$ cat config.mk
export PLATFORM = sky130hd
export DESIGN_NAME = timer_counter
export DESIGN_NICKNAME = d
export VERILOG_FILES = /design/src/rtl/timer_counter.sv
export SDC_FILE = /design/constraint.sdc
export NUM_CORES = 1
export LEC_CHECK = 0
export ABC_AREA = 0
export BUFFER_PORTS_ARGS = -buffer_cell sky130_fd_sc_hd__buf_2
export CELL_PAD_IN_SITES_DETAIL_PLACEMENT = 1
export CELL_PAD_IN_SITES_GLOBAL_PLACEMENT = 2
export CORE_ASPECT_RATIO = 1.5
export CORE_UTILIZATION = 30
export CTS_CLUSTER_SIZE = 24
export DETAILED_ROUTE_END_ITERATION = 8
export PLACE_DENSITY_LB_ADDON = 0.1
export SYNTH_ARGS = -nofsm -noshare
export SYNTH_HDL_FRONTEND = slang
export SYNTH_SLANG_ARGS = --single-unit
$ cat constraint.sdc
create_clock -name clk -period 2.9 [get_ports clk]
set_input_delay 0 -clock clk [delete_from_list [all_inputs] [get_ports clk]]
set_output_delay 0 -clock clk [all_outputs]
set_load 0.02 [all_outputs]
$ cat src/rtl/timer_counter.sv
// Memory-mapped countdown timer: CTRL/PRESET/COUNT window at BASE_ADDR,
// one-shot or auto-reload countdown with a maskable interrupt request.
module timer_counter #(
  parameter logic [31:0] BASE_ADDR = 32'h0000_7f00
) (
  input  logic        clk,
  input  logic        reset,
  input  logic [31:0] addr,
  input  logic        we,
  input  logic [31:0] wd,
  output logic [31:0] rd,
  output logic        irq
);

  typedef enum logic [1:0] {
    ST_IDLE = 2'd0,
    ST_LOAD = 2'd1,
    ST_CNT  = 2'd2,
    ST_INT  = 2'd3
  } state_e;

  localparam logic [1:0]  MODE_AUTO   = 2'b01;
  localparam logic [1:0]  SEL_CTRL    = 2'd0;
  localparam logic [1:0]  SEL_PRESET  = 2'd1;
  localparam logic [1:0]  SEL_COUNT   = 2'd2;
  localparam logic [31:0] WINDOW_SIZE = 32'd12;

  state_e      state_q, state_d;
  logic [3:0]  ctrl_q, ctrl_d;
  logic [31:0] preset_q, preset_d;
  logic [31:0] count_q, count_d;
  logic        irq_flag_q, irq_flag_d;

  logic [31:0] offset_s;
  logic        hit_s;
  logic [1:0]  reg_sel_s;
  logic        wr_ctrl_s;
  logic        wr_preset_s;
  logic        fsm_en_s;
  logic        fsm_flag_s;

  // Addresses below the base wrap to huge offsets, so one compare covers both ends.
  assign offset_s    = addr - BASE_ADDR;
  assign hit_s       = (offset_s < WINDOW_SIZE);
  assign reg_sel_s   = offset_s[3:2];
  assign wr_ctrl_s   = we & hit_s & (reg_sel_s == SEL_CTRL);
  assign wr_preset_s = we & hit_s & (reg_sel_s == SEL_PRESET);

  always_comb begin
    state_d    = state_q;
    count_d    = count_q;
    fsm_en_s   = ctrl_q[0];
    fsm_flag_s = irq_flag_q;
    case (state_q)
      ST_IDLE: begin
        if (ctrl_q[0]) begin
          state_d = ST_LOAD;
        end else begin
          state_d = ST_IDLE;
        end
      end
      ST_LOAD: begin
        count_d = preset_q;
        state_d = ST_CNT;
      end
      ST_CNT: begin
        if (!ctrl_q[0]) begin
          state_d = ST_IDLE;
        end else if (count_q > 32'd1) begin
          count_d = count_q - 32'd1;
        end else begin
          // A count of 0 (PRESET=0) expires exactly like a count of 1.
          count_d    = 32'd0;
          fsm_flag_s = 1'b1;
          state_d    = ST_INT;
        end
      end
      ST_INT: begin
        if (ctrl_q[2:1] == MODE_AUTO) begin
          fsm_flag_s = 1'b0;
          state_d    = ST_LOAD;
        end else begin
          fsm_en_s = 1'b0;
          state_d  = ST_IDLE;
        end
      end
      default: begin
        state_d = ST_IDLE;
      end
    endcase
  end

  // A CPU CTRL write overrides the FSM's EN clear and always clears the flag.
  assign ctrl_d     = wr_ctrl_s ? wd[3:0] : {ctrl_q[3:1], fsm_en_s};
  assign irq_flag_d = wr_ctrl_s ? 1'b0 : fsm_flag_s;
  assign preset_d   = wr_preset_s ? wd : preset_q;

  always_ff @(posedge clk) begin
    if (reset) begin
      state_q    <= ST_IDLE;
      ctrl_q     <= 4'd0;
      preset_q   <= 32'd0;
      count_q    <= 32'd0;
      irq_flag_q <= 1'b0;
    end else begin
      state_q    <= state_d;
      ctrl_q     <= ctrl_d;
      preset_q   <= preset_d;
      count_q    <= count_d;
      irq_flag_q <= irq_flag_d;
    end
  end

  always_comb begin
    rd = 32'd0;
    if (hit_s) begin
      case (reg_sel_s)
        SEL_CTRL:   rd = {28'd0, ctrl_q};
        SEL_PRESET: rd = preset_q;
        SEL_COUNT:  rd = count_q;
        default:    rd = 32'd0;
      endcase
    end else begin
      rd = 32'd0;
    end
  end

  assign irq = irq_flag_q & ctrl_q[3];

endmodule

==> metrics, run 1 <==
worst min path class=input pin to flop; PD cells=402 nW/µm²; Clock Path Buffers=2; Worst Max-Slew Pin Slew=0.832 ns; Required @ worst endpoint=3.11 ns; CP Cell Sequence=or4_4, or4_4, o31ai_4, buf_4, o21ai_0, a221oi_1, nor2_1; register area share after synthesis=0.344; # setup viols final=0; Critical Path Source Type=flop; Rel. slew slack=0.445; Post-Syn Area=4130 µm²; vias after detailed routing=4689; Routed Wire Length=15.6 mm; WL met3=510 µm; Post-Synthesis Net Count=635; Starting Density=0.307; RSZ-0062 raised after global routing=false; WL per Instance=18.3 µm; Placer Congestion=0.820; vias in the first global route=4769; TritonCTS Buffers=9; Final #Nets=753; initial antenna violation count=0; later-pin clock latency in the skew report=0.34 ns; Synth Warn #=0; CTS tree=built; core area=13500 µm²; Pins Over Slew Limit=0; fraction of registers with async set/reset=0; Via density=5.52; FP Rows=52; status=finished with violations; largest net degree at the start of global routing=40; Area Overhead vs Synth=31.3%; Synth cell types=59; Met2 Routed Length=8.37 mm; Sequential Area=1420 µm²; 1st-pass router iterations=6; max-cap violation count=0; most used cell, CP=or4_4; DR iter-0 viols=159; die area=14300 µm²; Peak supply drop=0.219 mV; number of synthesized register bits=71; worst endpoint data arrival time=2.76 ns; hold buffers post-CTS=32; number of cells produced by synthesis=566; CP peak stage delay=0.60 ns; fin crit period=2.56 ns; Final period util=0.882; TNS Setup=0 ns; first-pass GRT wire length=25.5 mm; Util after Layout=0.403; fmax=391 MHz; hpwl dp=11.0 mm; clk root buf=clkbuf_16; crit-path max FO=12; Clock Sinks=71; M1 WL=6.47 mm; Mean Syn Cell Area=7.30 µm²; gr usage total=0.226; failing checks=design-rule violations; final-report hold violation count=0; setup repair bufs after CTS=0; gr ovfl total=0; PortBufs=97; n_diodes=0; layout cells sized above 1=0.235; Top Layer Used=met4; WS Path Type=flop to flop; Static Leak=2.12 nW; Fillers=1694; DRC violations left=22; I/O Pins=100; ANT nets after route=0; Clock Skew=0.00597 ns; Multi-input gate area=2480 µm²; Crit-path slowest cell=or4_4; Synth Flop Type=dfxtp_1; Die W=97.8 µm; EDFF count, synth=0; Clock transition at path regs=0.06 ns; # resized after CTS=0; Vert. Die Dim=146 µm; H-tree lvl count=3; crit end category=flop
==> flip-flops by register name, indices dropped and copies added, names as in the netlist <==
register and flops:
irq_flag_q 1, preset_q 32, state_q 2, count_q 32, ctrl_q 4
==> where the power goes <==
group / switching [mW] / internal [mW]
combinational: 0.0575 / 0.0680
sequential: 0.000000000359 / 0.975
clock: 0.422 / 0.655
==> kinds of logic after synthesis <==
family | share of synthesized area
buf+inv | 0.0576
mux | 0.0170
simple gates | 0.316
fa+ha+maj | 0.00606
compound gates | 0.251
xor+xnor | 0.00848
flops | 0.344
==> layout by cell type, fill, tap and decap left out, types with 11 or more instances in the layout <==
master	synthesis	routed
nand2_1	99	99
buf_2	7	97
nor2_1	72	71
dfxtp_1	71	71
a21oi_1	60	60
dlygate4sd3_1	0	32
a22oi_1	31	31
buf_4	1	29
o21ai_0	23	23
nor3_1	17	17
nand3_1	17	17
nor4_1	13	13
a31oi_1	11	11
==> critical path, delay by kind of cell, from the launching register on <==
family / cells / cell delay [ns]
AOI/OAI and AO/OA: 3 / 0.64
buffers and inverters: 1 / 0.23
DFF: 1 / 0.38
and+or+nand+nor: 3 / 1.17
==> metal layers <==
metal	vias to the layer above	global-route usage
li1	2274	-
met1	2304	0.261
met2	95	0.425
met3	16	0.0341
met4	0	0.0674
met5	-	0
==> path summary, 6_finish.rpt <==
check	start	to	slack (ns)	depth (start not counted)
worst max-delay path	count_q[24]$_SDFFE_PP0P_	count_q[12]$_SDFFE_PP0P_	0.34	7
worst min-delay path	we	ctrl_q[0]$_SDFFE_PP0P_	0.11	4
worst max register to register	count_q[24]$_SDFFE_PP0P_	count_q[12]$_SDFFE_PP0P_	0.34	7
worst min register to register	preset_q[19]$_SDFFE_PP0P_	preset_q[19]$_SDFFE_PP0P_	0.47	2
==> cell usage after synthesis (2+ instances only) <==
master | number | area share
nor3_1 | 17 | 0.021
nor4_1 | 13 | 0.020
nor4b_1 | 2 | 0.0042
nand3_1 | 17 | 0.021
xor2_1 | 3 | 0.0064
a21oi_1 | 60 | 0.073
or2_2 | 2 | 0.0030
ha_1 | 2 | 0.0061
nand2_1 | 99 | 0.090
or4_1 | 7 | 0.013
a221oi_1 | 2 | 0.0042
nor3b_1 | 2 | 0.0036
a22oi_1 | 31 | 0.056
nand3b_1 | 2 | 0.0036
a31oi_1 | 11 | 0.017
or4_4 | 2 | 0.0055
or3_1 | 4 | 0.0061
nor2_1 | 72 | 0.065
o22ai_1 | 4 | 0.0061
nor4_4 | 2 | 0.010
o21ai_0 | 23 | 0.028
o31ai_1 | 5 | 0.0091
dfxtp_1 | 71 | 0.34
nand4_1 | 6 | 0.0091
a32oi_1 | 3 | 0.0064
o41ai_1 | 2 | 0.0042
and2_1 | 2 | 0.0030
nand2b_1 | 4 | 0.0061
buf_2 | 7 | 0.0085
inv_1 | 5 | 0.0045
a221oi_2 | 5 | 0.018
nor2b_1 | 6 | 0.0091
buf_6 | 2 | 0.0055
clkbuf_1 | 40 | 0.036
mux2i_1 | 7 | 0.017
==> layout make-up <==
cell class	count	area share
sequential	71	0.262
inverter	5	0.00346
clock inverter	5	0.00923
tap	162	0.0374
multi-input combinational	439	0.457
timing repair buffer	158	0.189
clock buffer	10	0.0422
==> per-stage QoR <==
step	hold WS (ns)	cells	instance area [µm²]	worst slack, ns	power (mW)
2_1_floorplan	0.140	566	4130	0.570	1.03
3_3_place_gp	0.243	803	4820	0.419	1.09
3_5_place_dp	0.252	803	4820	0.365	1.09
4_1_cts	0.109	850	5420	0.334	2.21
5_1_grt	0.124	850	5420	0.236	2.26
6_report	0.109	850	5420	0.343	2.18
No activity file was read; power rests on OpenSTA's default activity.
==> run 2: changes to the inputs <==
- ABC_AREA: 0 -> 1
- CORE_UTILIZATION: 30 -> 28
==> run 2 against run 1 <==
Compared with the run above: the run now ends clean; non-clock buffer count down 17; first-iteration DRC count up 3.8%; sequential cell count unchanged; cell count up 31%; global-route usage down 3.8 points; clock-buffer cell count down 1; core utilization down 3.2 points; synthesized area up 12%; via count up 12%; cell area up 11%; critical path type unchanged; highest routed layer unchanged.
==> metrics, run 2 <==
PD cells=408 nW/µm²; Regs by FF count=count_q: 32 flops, preset_q: 32 flops, ctrl_q: 4 flops; Clock transition at path regs=0.06 ns; top-count cell post-synth=nand2_1; Final Cell Area=5990 µm²; WL per Instance=13.7 µm; TNS Setup=0 ns; CP peak stage delay=0.35 ns; first-pass GRT wire length=25.9 mm; Synth Flop Type=dfxtp_1; Synth area leaders=dfxtp_1, nand2_1, nor2_1, a21oi_1, inv_1; CTS tree=built; DRC violations left=0; clk root buf=clkbuf_16; largest net degree at the start of global routing=56; Post-Syn Area=4620 µm²; worst min path class=input pin to flop; Util after Layout=0.370; Clock Skew=0.00842 ns; worst setup path start=count_q[0]$_SDFFE_PP0P_; final-report hold violation count=0; area leader, netlist=dfxtp_1; most frequent cells in the layout=nand2_1, nor2_1, buf_2, a21oi_1, inv_1; hpwl dp=11.2 mm; crit path capture=count_q[30]$_SDFFE_PP0P_; EDFF count, synth=0; fraction of registers with async set/reset=0; gr usage total=0.188; Rel. slew slack=0.618; Reg2Reg Setup Slack=0.87 ns; later-pin clock latency in the skew report=0.33 ns; Synth top area share=0.308; FP Rows=57; core area=16200 µm²; PortBufs=97; initial antenna violation count=0; crit-path max FO=5; die area=17000 µm²; fin crit period=2.03 ns; Final WS setup=0.865 ns; n_diodes=0; TritonCTS Buffers=9; number of cells produced by synthesis=789; Starting Density=0.285; r2r startpoint=count_q[0]$_SDFFE_PP0P_; CP Cell Sequence=inv_1, ha_1, nand2_1, inv_1, nand2_2, nor2_2, nand2_2, nor2_1, nand3_1, xnor2_1, nand2_1, a21oi_1; gr ovfl total=0; RSZ-0062 raised after global routing=false; Static Leak=2.97 nW; Worst Max-Slew Pin Slew=0.572 ns; Peak supply drop=0.251 mV; crit end category=flop; Synth cell types=32; Critical Path Source Type=flop; Synth Warn #=0; Clock Path Buffers=2; WS Path Type=flop to flop; Fillers=2183; H-tree lvl count=3; vias in the first global route=5326; Placer Congestion=0.870; status=finished clean; Via density=4.71; Die W=107 µm; commonest non-fill, non-tap cell in the layout=nand2_1; DP Worst Slack=0.839 ns; DR iter-0 viols=165; Routed Wire Length=15.3 mm; register area share after synthesis=0.308; layout cells sized above 1=0.151; # setup viols final=0; Pins Over Slew Limit=0; Post-DP Area=5320 µm²; 1st-pass router iterations=4; Clock Sinks=71; Crit-path slowest cell=dfxtp_1; fmax=492 MHz; I/O Pins=100; number of synthesized register bits=71; Final #Nets=975; Mean Syn Cell Area=5.86 µm²; Required @ worst endpoint=3.16 ns; Final period util=0.702; ANT nets after route=0; Vert. Die Dim=159 µm; max-cap violation count=0; Worst Reg2Reg Path Length in Cells=12; Area Overhead vs Synth=29.7%; vias after detailed routing=5260; CP top delay family=simple AND/OR/NAND/NOR gates; Post-Synthesis Net Count=858; Worst R2R End=count_q[30]$_SDFFE_PP0P_; worst endpoint data arrival time=2.30 ns; Synth top cells by count=nand2_1, nor2_1, a21oi_1; CP Buf/Inv Count=2; Crit path depth=12
-- run 2: cell types whose count changed in the layout (fill, tap and decap cells not counted), sizes merged, moves of 8 or more --
cell | previous run | this run
a21oi | 60 | 92
or4 | 9 | 0
nor3 | 18 | 10
buf | 126 | 108
o21ai | 23 | 44
nor4 | 16 | 1
xnor2 | 1 | 9
inv | 5 | 83
xor2 | 3 | 12
nand2 | 99 | 229
nor2 | 73 | 159
a22oi | 31 | 0
-- run 2: timing repair --
action | in CTS | in global routing
resized for setup | 0 | 0
hold endpoints to repair | 38 | 0
setup buffers | 0 | 0
setup endpoints to repair | 0 | 0
hold buffers | 33 | 0
-- run 2: layout make-up --
type	count	area, µm²	area share
flip-flops and latches	71	1420	0.237
clock buffers	9	225	0.0376
inverters	82	308	0.0513
repair buffers	141	936	0.156
well taps	206	258	0.0430
clock inverters	7	120	0.0200
multi-input cells	601	2730	0.455
-- run 2: worst min-delay path by stage --
stage	slack [ns]	depth (start not counted)	end	from
6_report	0.12	4	preset_q[3]$_SDFFE_PP0P_	we
2_1_floorplan	0.07	1	state_q[1]$_SDFFE_PP0P_	reset
5_1_grt	0.13	5	preset_q[31]$_SDFFE_PP0P_	we
4_1_cts	0.11	4	preset_q[2]$_SDFFE_PP0P_	we
3_3_place_gp	0.22	3	preset_q[19]$_SDFFE_PP0P_	wd[19]
3_5_place_dp	0.22	2	state_q[0]$_SDFFE_PP0P_	reset
-- run 2: worst min-delay path, stage by stage --
cell	delay, ns
buf_2	0.12
nand4_4	0.14
nor2_1	0.06
nor2_1	0.08
-- run 2: power breakdown --
part | total [mW] | switching, mW | internal (mW)
Combinational | 0.162 | 0.0840 | 0.0777
Clock | 1.31 | 0.465 | 0.844
Sequential | 0.975 | 0.00000000114 | 0.975
-- run 2: logic make-up after synthesis --
| group | after synthesis | share of synthesized area |
|---|---|---|
| fa+ha+maj | 2 | 0.00541 |
| simple gates | 430 | 0.377 |
| xor+xnor | 21 | 0.0398 |
| buf+inv | 117 | 0.103 |
| compound gates | 148 | 0.167 |
| flops | 71 | 0.308 |
-- run 2: per-layer routing --
metal,track usage,up-vias,wire (µm)
met5,0,-,0
met4,0.0592,0,308
met3,0.0278,19,372
met2,0.363,79,8230
met1,0.205,2451,6360
li1,-,2711,-
-- run 2: through the flow --
stage               hold WS [ns]  total power [mW]  instances
global placement           0.219              1.12       1068
detailed placement         0.219              1.13       1068
floorplan                 0.0724              1.05        789
finish                     0.118              2.45       1117
CTS                        0.114              2.48       1117
global route               0.134              2.54       1117
